==> config.mk <==
export PLATFORM = sky130hd
export DESIGN_NAME = ucaspian_step_ctrl
export DESIGN_NICKNAME = d
export VERILOG_FILES = /design/src/rtl/ucaspian_step_ctrl.sv
export SDC_FILE = /design/constraint.sdc
export NUM_CORES = 1
export LEC_CHECK = 0
export ABC_AREA = 1
export CAP_MARGIN = 25
export CORE_MARGIN = 2
export CORE_UTILIZATION = 64
export CTS_CLUSTER_SIZE = 28
export DETAILED_ROUTE_END_ITERATION = 7
export DONT_BUFFER_PORTS = 1
export PLACE_DENSITY = 0.77
export SETUP_SLACK_MARGIN = 0.15
export SLEW_MARGIN = 20
export SYNTH_ARGS = -nofsm -noshare
export SYNTH_HDL_FRONTEND = slang
export SYNTH_SLANG_ARGS = --single-unit
==> constraint.sdc <==
create_clock -name clk -period 2.4 [get_ports clk]
set_input_delay 0 -clock clk [delete_from_list [all_inputs] [get_ports clk]]
set_output_delay 0 -clock clk [all_outputs]
set_load 0.1 [all_outputs]
==> src/rtl/ucaspian_step_ctrl.sv <==
// uCaspian run/time-step controller: accumulates run lengths into a target and sequences next_step.
// Optional stall watchdog enabled by defining UCASPIAN_STEP_WDOG_EN.
module ucaspian_step_ctrl #(
  parameter int TIME_W       = 32,
  parameter int TGT_W        = 8,
  parameter int NUM_UNITS    = 5,
  parameter int BLANK_CYCLES = 2
`ifdef UCASPIAN_STEP_WDOG_EN
  ,
  parameter int WDOG_CYCLES  = 4096
`endif
) (
  input  logic                 clk,
  input  logic                 reset_n,
  input  logic                 clear_req,
  input  logic [NUM_UNITS-1:0] unit_done,
  input  logic                 output_pending,
  input  logic [TGT_W-1:0]     tgt_value,
  input  logic                 tgt_vld,
  output logic                 tgt_rdy,
  output logic                 next_step,
  output logic [TIME_W-1:0]    time_current,
  output logic                 time_remaining,
  output logic                 time_update,
  input  logic                 time_sent,
  output logic                 core_active
`ifdef UCASPIAN_STEP_WDOG_EN
  ,
  output logic                 stall_flag,
  output logic [NUM_UNITS-1:0] stall_units
`endif
);

  typedef enum logic [1:0] {IDLE, STEP, BLANK} state_t;

  localparam logic [3:0] BLANK_LAST = 4'(BLANK_CYCLES - 1);

  state_t             state, state_nxt;
  logic [3:0]         blank_cnt, blank_cnt_nxt;
  logic [TIME_W-1:0]  target;
  logic               all_done;
  logic               go;
  logic               soft_rst;

  // Saturating accumulate so time_current can never wrap past the target.
  function automatic logic [TIME_W-1:0] sat_add(input logic [TIME_W-1:0] a,
                                               input logic [TGT_W-1:0]  b);
    logic [TIME_W:0] sum;
    sum = {1'b0, a} + {{(TIME_W + 1 - TGT_W){1'b0}}, b};
    sat_add = sum[TIME_W] ? '1 : sum[TIME_W-1:0];
  endfunction

  assign soft_rst       = !reset_n || clear_req;
  assign tgt_rdy        = reset_n && !clear_req;
  assign all_done       = (&unit_done) && !output_pending;
  assign time_remaining = target > time_current;
  assign core_active    = time_remaining || (state != IDLE);

  always_comb begin
    state_nxt     = state;
    blank_cnt_nxt = blank_cnt;
    go            = 1'b0;
    case (state)
      IDLE: begin
        if (time_remaining && all_done && !time_update) begin
          go        = 1'b1;
          state_nxt = STEP;
        end
      end
      STEP: begin
        state_nxt     = BLANK;
        blank_cnt_nxt = 4'd0;
      end
      BLANK: begin
        // Stages may still report stale step_done right after next_step.
        if (blank_cnt == BLANK_LAST) state_nxt = IDLE;
        else                         blank_cnt_nxt = blank_cnt + 4'd1;
      end
      default: state_nxt = IDLE;
    endcase
  end

  always_ff @(posedge clk) begin
    if (soft_rst) begin
      state        <= IDLE;
      blank_cnt    <= 4'd0;
      next_step    <= 1'b0;
      time_current <= '0;
      target       <= '0;
      time_update  <= 1'b0;
    end else begin
      state     <= state_nxt;
      blank_cnt <= blank_cnt_nxt;
      next_step <= go;
      if (go) time_current <= time_current + TIME_W'(1);
      // A new publish takes priority over an acknowledge in the same cycle.
      if (go)             time_update <= 1'b1;
      else if (time_sent) time_update <= 1'b0;
      if (tgt_vld) target <= sat_add(target, tgt_value);
    end
  end

`ifdef UCASPIAN_STEP_WDOG_EN
  localparam int                WDOG_W    = $clog2(WDOG_CYCLES + 1);
  localparam logic [WDOG_W-1:0] WDOG_LAST = WDOG_W'(WDOG_CYCLES - 1);

  logic [WDOG_W-1:0] wdog_cnt;

  always_ff @(posedge clk) begin
    if (soft_rst) begin
      wdog_cnt    <= '0;
      stall_flag  <= 1'b0;
      stall_units <= '0;
    end else if (state == STEP) begin
      wdog_cnt <= '0;
    end else if (state == IDLE && time_remaining && !all_done && !stall_flag) begin
      wdog_cnt <= wdog_cnt + WDOG_W'(1);
      if (wdog_cnt == WDOG_LAST) begin
        stall_flag  <= 1'b1;
        stall_units <= unit_done;
      end
    end
  end
`endif

endmodule

# ---- Word level (Yosys, flattened, before mapping)
# Index checks and enable logic that the tools add are counted.
dict set report word_totals {
  regBits 72
  in_bits 19
  wordCells 43
}
dict set report classes {
  n_addsub 3
  magnitude_cmp 1
  eq_ne 6
  mux 10
  reduce_logical 17
}
# op count
set op_table {}
lappend op_table {{$add A32 B8 Y33} 1}
lappend op_table {{$add A32 B1 Y32 const B} 1}
lappend op_table {{$gt A32 B32 Y1} 1}
lappend op_table {{$mux W32} 1}
lappend op_table {{$pmux W4 S2} 1}
lappend op_table {{$ne A2 B2 Y1 const B} 3}
lappend op_table {{$pmux W2 S3} 1}
lappend op_table {{$reduce_bool A2 Y1} 3}
lappend op_table {{$reduce_and A5 Y1} 1}
lappend op_table {{$add A4 B1 Y4 const B} 1}
lappend op_table {{$eq A4 B1 Y1 const B} 1}
lappend op_table {{$logic_and A1 B1 Y1} 4}
lappend op_table {{$logic_not A1 Y1} 4}
lappend op_table {{$mux W1} 4}
lappend op_table {{$mux W2} 2}
lappend op_table {{$mux W4} 1}
lappend op_table {{$reduce_and A2 Y1} 2}
lappend op_table {{$eq A2 B1 Y1 const B} 1}
lappend op_table {{$eq A2 B2 Y1 const B} 1}
lappend op_table {{$logic_not A2 Y1} 1}
lappend op_table {{$logic_or A1 B1 Y1} 2}

# ---- Logic depth before layout (Yosys ltp)
# Gate-level depths: netlist of the first run.
dict set report logic_depth {
  depth_word 7
  ltp_mapped 19
}

# ---- Least setup slack after synthesis of the first run
# OpenSTA, ideal clock, no wires.
dict set report synth_timing {
  kind {reg2out}
  start {reg time_current[13]}
  end {out core_active}
  arrival_ns 3.253
  t_required_ns 2.400
  setup_slack_ns -0.853
  path_stages_with_launch 12
  n_path_buf 1
  path_cell_list {dfxtp_1 > inv_1 > ha_1 > nand2_1 > nor3_4 > nand2_1 > nand2_1 > nand2_2 > a21oi_2 > buf_6 > inv_1 > nand2_1}
}
dict set report synth_via {
  elab_chain_cells 2
}
# element line_no
set synth_lines {}
lappend synth_lines {{start, declared} 22} ;# output logic [TIME_W-1:0] time_current,
lappend synth_lines {{start signal, assigned} 95} ;# if (go) time_current <= time_current + TIME_W'(1);
lappend synth_lines {{$gt A32 B32 Y1} 56} ;# assign time_remaining = target > time_current;
lappend synth_lines {{named net time_remaining} 23} ;# output logic time_remaining,
lappend synth_lines {{$logic_or A1 B1 Y1} 57} ;# assign core_active = time_remaining || (state != IDLE);
lappend synth_lines {{end, declared} 26} ;# output logic core_active
# The timed path passes the listed nets, and every way through them passes these cells.

# ---- Final worst setup path of the first run
dict set report layout_timing {
  start {reg time_current[29]}
  end {out core_active}
}
dict set report layout_via {
  elab_chain_cells 2
}
# element line_no
set layout_lines {}
lappend layout_lines {{$gt A32 B32 Y1} 56}
lappend layout_lines {{$logic_or A1 B1 Y1} 57}
# No other way between the ends.

==> results of run 1 <==
## cell usage in the layout (no fill, tap or decap), types with 11 or more instances in the layout
| master | n |
|---|---|
| o21ai_2 | 11 |
| a21oi_1 | 44 |
| inv_1 | 127 |
| ha_1 | 40 |
| nor3_1 | 17 |
| xor2_1 | 15 |
| dfxtp_4 | 30 |
| buf_4 | 45 |
| nand2_1 | 170 |
| o21ai_0 | 13 |
| nor2_1 | 76 |
| dfxtp_1 | 37 |
| nand3_1 | 30 |
| nand4_1 | 51 |
## power groups by stage
stage	Clock [uW]	Sequential [uW]	Combinational [uW]
floorplan	0	1200	301
global placement	0	1200	336
detailed placement	0	1200	343
CTS	986	1170	388
global route	1040	1180	459
finish	982	1180	428
## worst max-delay path, cell delays in order (launching register included)
cell        delay [ns]
dfxtp_4           0.37
clkinvlp_4        0.14
ha_4              0.31
nand2_2           0.05
nor2_2            0.12
and2_4            0.17
inv_4             0.04
nor2_8            0.13
nand2_4           0.08
a21oi_4           0.23
inv_2             0.10
nand2_8           0.17
## area by class of cell
type | count | area share [%]
clock buffer | 9 | 1.92
clock inverter | 7 | 1.06
inverter | 135 | 7.93
multi-input combinational | 566 | 54.1
sequential | 72 | 24.1
tap | 105 | 2.03
timing repair buffer | 63 | 8.88
## sequential cells by signal (all words and copies together) (netlist names)
name          flops
target           32
time_update       1
next_step         1
state             2
blank_cnt         4
time_current     32
## cell families (layout without fill, tap and decap cells)
group	count (synthesis)	in the layout	share of synthesized area [%]
flip-flops	72	72	26.6
AO/OA/AOI/OAI	100	100	11.4
XOR/XNOR	18	18	2.91
adder cells (fa/ha/maj)	44	44	10.3
buffers and inverters	154	214	11.6
AND/OR/NAND/NOR	404	404	37.1
## worst paths after layout
kind / to / depth (start not counted) / from / slack [ns]
setup / recovery: core_active / 11 / time_current[29] / 0.13
hold / removal: target[15] / 3 / tgt_vld / 0.02
setup reg to reg: time_current[30] / 14 / time_current[29] / 0.16
hold reg to reg: blank_cnt[3] / 2 / blank_cnt[3] / 0.49
## routing by layer
metal / up-vias / part of all wire (%) / track usage, % / wire (um)
met3: 29 / 7.8 / 7.13 / 1150
met5: - / 0 / 0 / 0
met4: 0 / 1.6 / 11.3 / 238
met1: 2489 / 43 / 41.3 / 6320
li1: 2705 / - / - / -
met2: 209 / 47 / 53.4 / 6950
## through the flow
stage / util (%) / power (uW)
final: 78.7 / 2590
after global routing: 78.7 / 2680
after CTS: 75.4 / 2550
after detailed placement: 72.2 / 1550
after global placement: 72.2 / 1540
after floorplan: - / 1500
## what timing repair did
action,in CTS,in global routing
buffers inserted,4,6
pin swaps,2,18
gates cloned,0,2
setup endpoints to repair,2,58
hold endpoints to repair,27,21
gates resized for setup,4,39
hold buffers,3,2
==> results.cfg, run 1 <==
[critical_path]
worstPathArrival_ns = 2.27
required_ns = 2.40
start_kind = flop
endpoint_kind = output pin
crit_type = reg2out
path_max_fanout = 3

[logic_synthesis]
synth.largest_area_cell = dfxtp_1
synth.cell_area_sq_um = 5410
dominantRegCellSynth = dfxtp_1
ys_ff_latch = 72
synthMostInstantiatedCell = nand2_1
netlist-cell-type-count = 47
synth_nets = 855
synth_area_leaders = dfxtp_1 (27%), nand2_1 (12%), ha_1 (9.9%), inv_1 (8.9%), nand4_1 (5.9%)
synth_common_cells = nand2_1 (173), inv_1 (129), nor2_1 (83), dfxtp_1 (72), nand4_1 (51)
netlist.area_leader.share_pct = 26.6
synth.avg_cell_area_sq_um = 6.83
syn_inst = 792
ys_warn_count = 0
synth_edf_count = 0
async_reset_ff_share_pct = 0
ys_seq_area_share_pct = 26.6

[timing]
fin_hold_ws_ns = 0.0244
fin_worst_skew_ns = 0.0138
finalSetupTns_ns = 0
fmax_ghz = 0.441
slew_violations = 0
worst_slack_ns = 0.134
setup_viol = 0
timing.final.crit_share_pct = 94.4
slew_headroom_pct = 38.0
worst_pin_slew_ns = 0.929
rsz0062_at_grt = yes
fin_crit_ns = 2.27
finalHoldViolCount = 0

[floorplanning]
ios = 56
start_util_pct = 65.9
die_w_um = 96.0
core_region_area_sq_um = 8220
die_area_sq_um = 9210
rows = 33
die_h_um = 96.0

[global_routing]
grt_use_total_pct = 32.3
grt_pass1_wl_um = 23100
antenna_found_initial = 0
first_global_vias = 5006
grt_max_degree = 40
grt_overflow = 0

[clock_tree]
clock_path_buffers = 2
insertion_delay_ns = 0.37
tritoncts = done
cts_sinks = 72
cts.clk_slew.worst_paths_ns = 0.09
cts_buffers = 9
htree_levels = 3
root_buffer = clkbuf_8

[drt]
drt_iter0_drc = 281
viasPerCell = 5.68
drc = 0
wirelength_um = 14700
routedWlPerCell_um = 15.3
vias = 5432
ant_nets = 0
firstDrtPassIters = 5

[power_and_ir_drop]
powerDensity_nw_per_um2 = 400
max-vdd-ir-drop_mv = 0.270
switchingPower_uw = 796
p_leak_uw = 0.00291
p_int_uw = 1790
seq_power_share_pct = 45.5
sw_frac_of_total_pct = 30.8
comb_power_share_pct = 16.6
pwr-share-clk_pct = 38.0

[run]
cap_violations = 0

[run_status]
outcome = finished clean

[placed_design]
hpwl_um = 10800
place_area_sq_um = 5930
pre_cts_ws_ns = 0.176
placed_cells = 924
port_buffers = 0
place_congestion = 0.940

[finish]
drive_above_1_share_pct = 22.1
antenna_cells = 0
seq_area_sq_um = 1560
nFillCells = 631
areaGrowthSynthToFinish_pct = 19.5
stdcell_count = 957
num-nets-final = 910
final_cell_area_sq_um = 6470
multiInputGateArea_sq_um = 3500

[min_path]
hold_path.class = in2reg
(Power assumes the default switching activity.)
==> inputs of run 2 (changes only) <==
--- a/config.mk
+++ b/config.mk
@@ -8,13 +8,13 @@
 export ABC_AREA = 1
 export CAP_MARGIN = 25
 export CORE_MARGIN = 2
-export CORE_UTILIZATION = 64
+export CORE_UTILIZATION = 59
 export CTS_CLUSTER_SIZE = 28
 export DETAILED_ROUTE_END_ITERATION = 7
 export DONT_BUFFER_PORTS = 1
-export PLACE_DENSITY = 0.77
+export PLACE_DENSITY = 0.75
 export SETUP_SLACK_MARGIN = 0.15
-export SLEW_MARGIN = 20
+export SLEW_MARGIN = 5
 export SYNTH_ARGS = -nofsm -noshare
 export SYNTH_HDL_FRONTEND = slang
 export SYNTH_SLANG_ARGS = --single-unit
==> constraint.sdc (replaced) <==
create_clock -name clk -period 1.9 [get_ports clk]
set_input_delay 0 -clock clk [delete_from_list [all_inputs] [get_ports clk]]
set_output_delay 0 -clock clk [all_outputs]
set_load 0.1 [all_outputs]
==> run 2 against run 1 <==
The flow now finishes with violations (negative setup slack). Final cell count up 11%. Non-clock buffer count up 100. Count of clock-buffer cells in the layout up 4. Register-to-register slack worse by 0.84 ns. Combinational power up 80%. Setup slack worse by 0.82 ns. First-iteration DRC count rose to 3.6 times the previous value. Flip-flop and latch count unchanged. Sequential share of layout area down 4.6 points. Routed wire length up 66%. Critical endpoint is now time_current[8]. Largest power group unchanged. Largest cell class unchanged.
==> results.cfg, run 2 (synthesis gave the netlist of run 1 again) <==
[drt]
routedWlPerCell_um = 23.0
wirelength_um = 24400
viasPerCell = 6.75
vias = 7161
ant_nets = 0
firstDrtPassIters = 8
drt_iter0_drc = 998
drc = 0

[floorplanning]
die_area_sq_um = 9960
die_w_um = 99.8
start_util_pct = 61.5
core_region_area_sq_um = 8810
die_h_um = 99.8
rows = 34
ios = 56

[run_status]
violations = negative setup slack
outcome = finished, violations left

[finish]
nFillCells = 323
drive_above_1_share_pct = 42.6
areaGrowthSynthToFinish_pct = 48.8
final_cell_area_sq_um = 8060
num-nets-final = 1011
seq_area_sq_um = 1570
layout_common_cells = nand2_1 (152), buf_4 (134), inv_1 (97)
finish.utilization_pct = 91.5
layout_commonest_cell = nand2_1
multiInputGateArea_sq_um = 4120
antenna_cells = 0
largest_registers = target (32), time_current (32), blank_cnt (4)

[timing]
worst_pin_slew_ns = 0.767
fmax_ghz = 0.387
slew_violations = 0
finalSetupTns_ns = -23.66
finalHoldViolCount = 0
rsz0062_at_grt = yes
timing.final.crit_share_pct = 136
fin_worst_skew_ns = 0.0183
slew_headroom_pct = 48.9
fin_crit_ns = 2.58
worst_slack_ns = -0.682
setup_viol = 67
fin_hold_ws_ns = 0.0510

[min_path]
hold_path.class = in2reg

[clock_tree]
cts_buffers = 9
root_buffer = clkbuf_8
cts_sinks = 72
insertion_delay_ns = 0.38
cts.clk_slew.worst_paths_ns = 0.09
clock_path_buffers = 2
tritoncts = done
htree_levels = 3

[power_and_ir_drop]
max-vdd-ir-drop_mv = 0.381
p_leak_uw = 0.00359
powerDensity_nw_per_um2 = 463

[placed_design]
pre_cts_ws_ns = -0.149
place_area_sq_um = 6730
port_buffers = 0
hpwl_um = 12200
place_congestion = 0.949

[critical_path]
start_kind = flop
path_max_fanout = 6
required_ns = 2.18
worstPathArrival_ns = 2.86
endpoint_kind = flop
crit_type = reg2reg
ff2ff_setup_slack_ns = -0.68

[global_routing]
first_global_vias = 6256
antenna_found_initial = 0
grt_max_degree = 40
grt_use_total_pct = 38.2
grt_overflow = 0
grt_pass1_wl_um = 30200

[run]
cap_violations = 0
run 2: layout make-up:
type	instances	share of cell area (%)
Sequential cell	72	19.5
Timing Repair Buffer	163	18.3
Clock buffer	13	2.38
Tap cell	108	1.68
Multi-Input combinational cell	567	51.1
Inverter	135	6.55
Clock inverter	3	0.544
run 2: final timing paths:
| path | endpoint | from | cells past startpoint |
|---|---|---|---|
| worst min register to register | blank_cnt[3] | blank_cnt[3] | 2 |
| worst max-delay path | time_current[8] | time_current[23] | 15 |
| worst min-delay path | target[28] | clear_req | 3 |
| worst max register to register | time_current[8] | time_current[23] | 15 |
run 2: critical path: stages, from the launching register on:
cell     delay, ns
dfxtp_4       0.36
inv_2         0.05
ha_4          0.24
a21oi_1       0.35
o21a_1        0.26
nand2_2       0.09
a21oi_4       0.21
buf_6         0.14
nand2_8       0.06
nand3_4       0.12
buf_6         0.13
buf_8         0.14
nor2_4        0.03
nand2_1       0.06
nand2_1       0.07
nor2_1        0.18
run 2: per-stage QoR:
step | cells | power, uW
after CTS | 1044 | 3560
after global placement | 1010 | 2030
after floorplan | 792 | 1920
after detailed placement | 1010 | 2040
final | 1061 | 3730
after global routing | 1061 | 3780
run 2: metal layers:
layer | track usage, % | vias to the layer above | share of wire, % | routed length (um)
met5 | 0 | - | 0 | 0
met4 | 16.6 | 0 | 9.0 | 2200
met3 | 8.64 | 272 | 14 | 3390
met2 | 64.4 | 772 | 44 | 10800
met1 | 46.7 | 3207 | 33 | 8060
li1 | - | 2910 | - | -
run 2: where the power goes:
group          switching (uW)  leakage (uW)  internal, uW
Clock                     665      0.000120           804
Sequential               15.5      0.000610          1470
Combinational             451       0.00286           320
Total                    1130       0.00359          2600
run 2: repair_timing:
item,in CTS,in global routing
pin swaps,22,51
endpoints found under the hold margin,24,0
endpoints found under the setup margin,69,69
cloned,5,0
buffers inserted,10,16
gates resized for setup,65,88
hold buffers,3,0
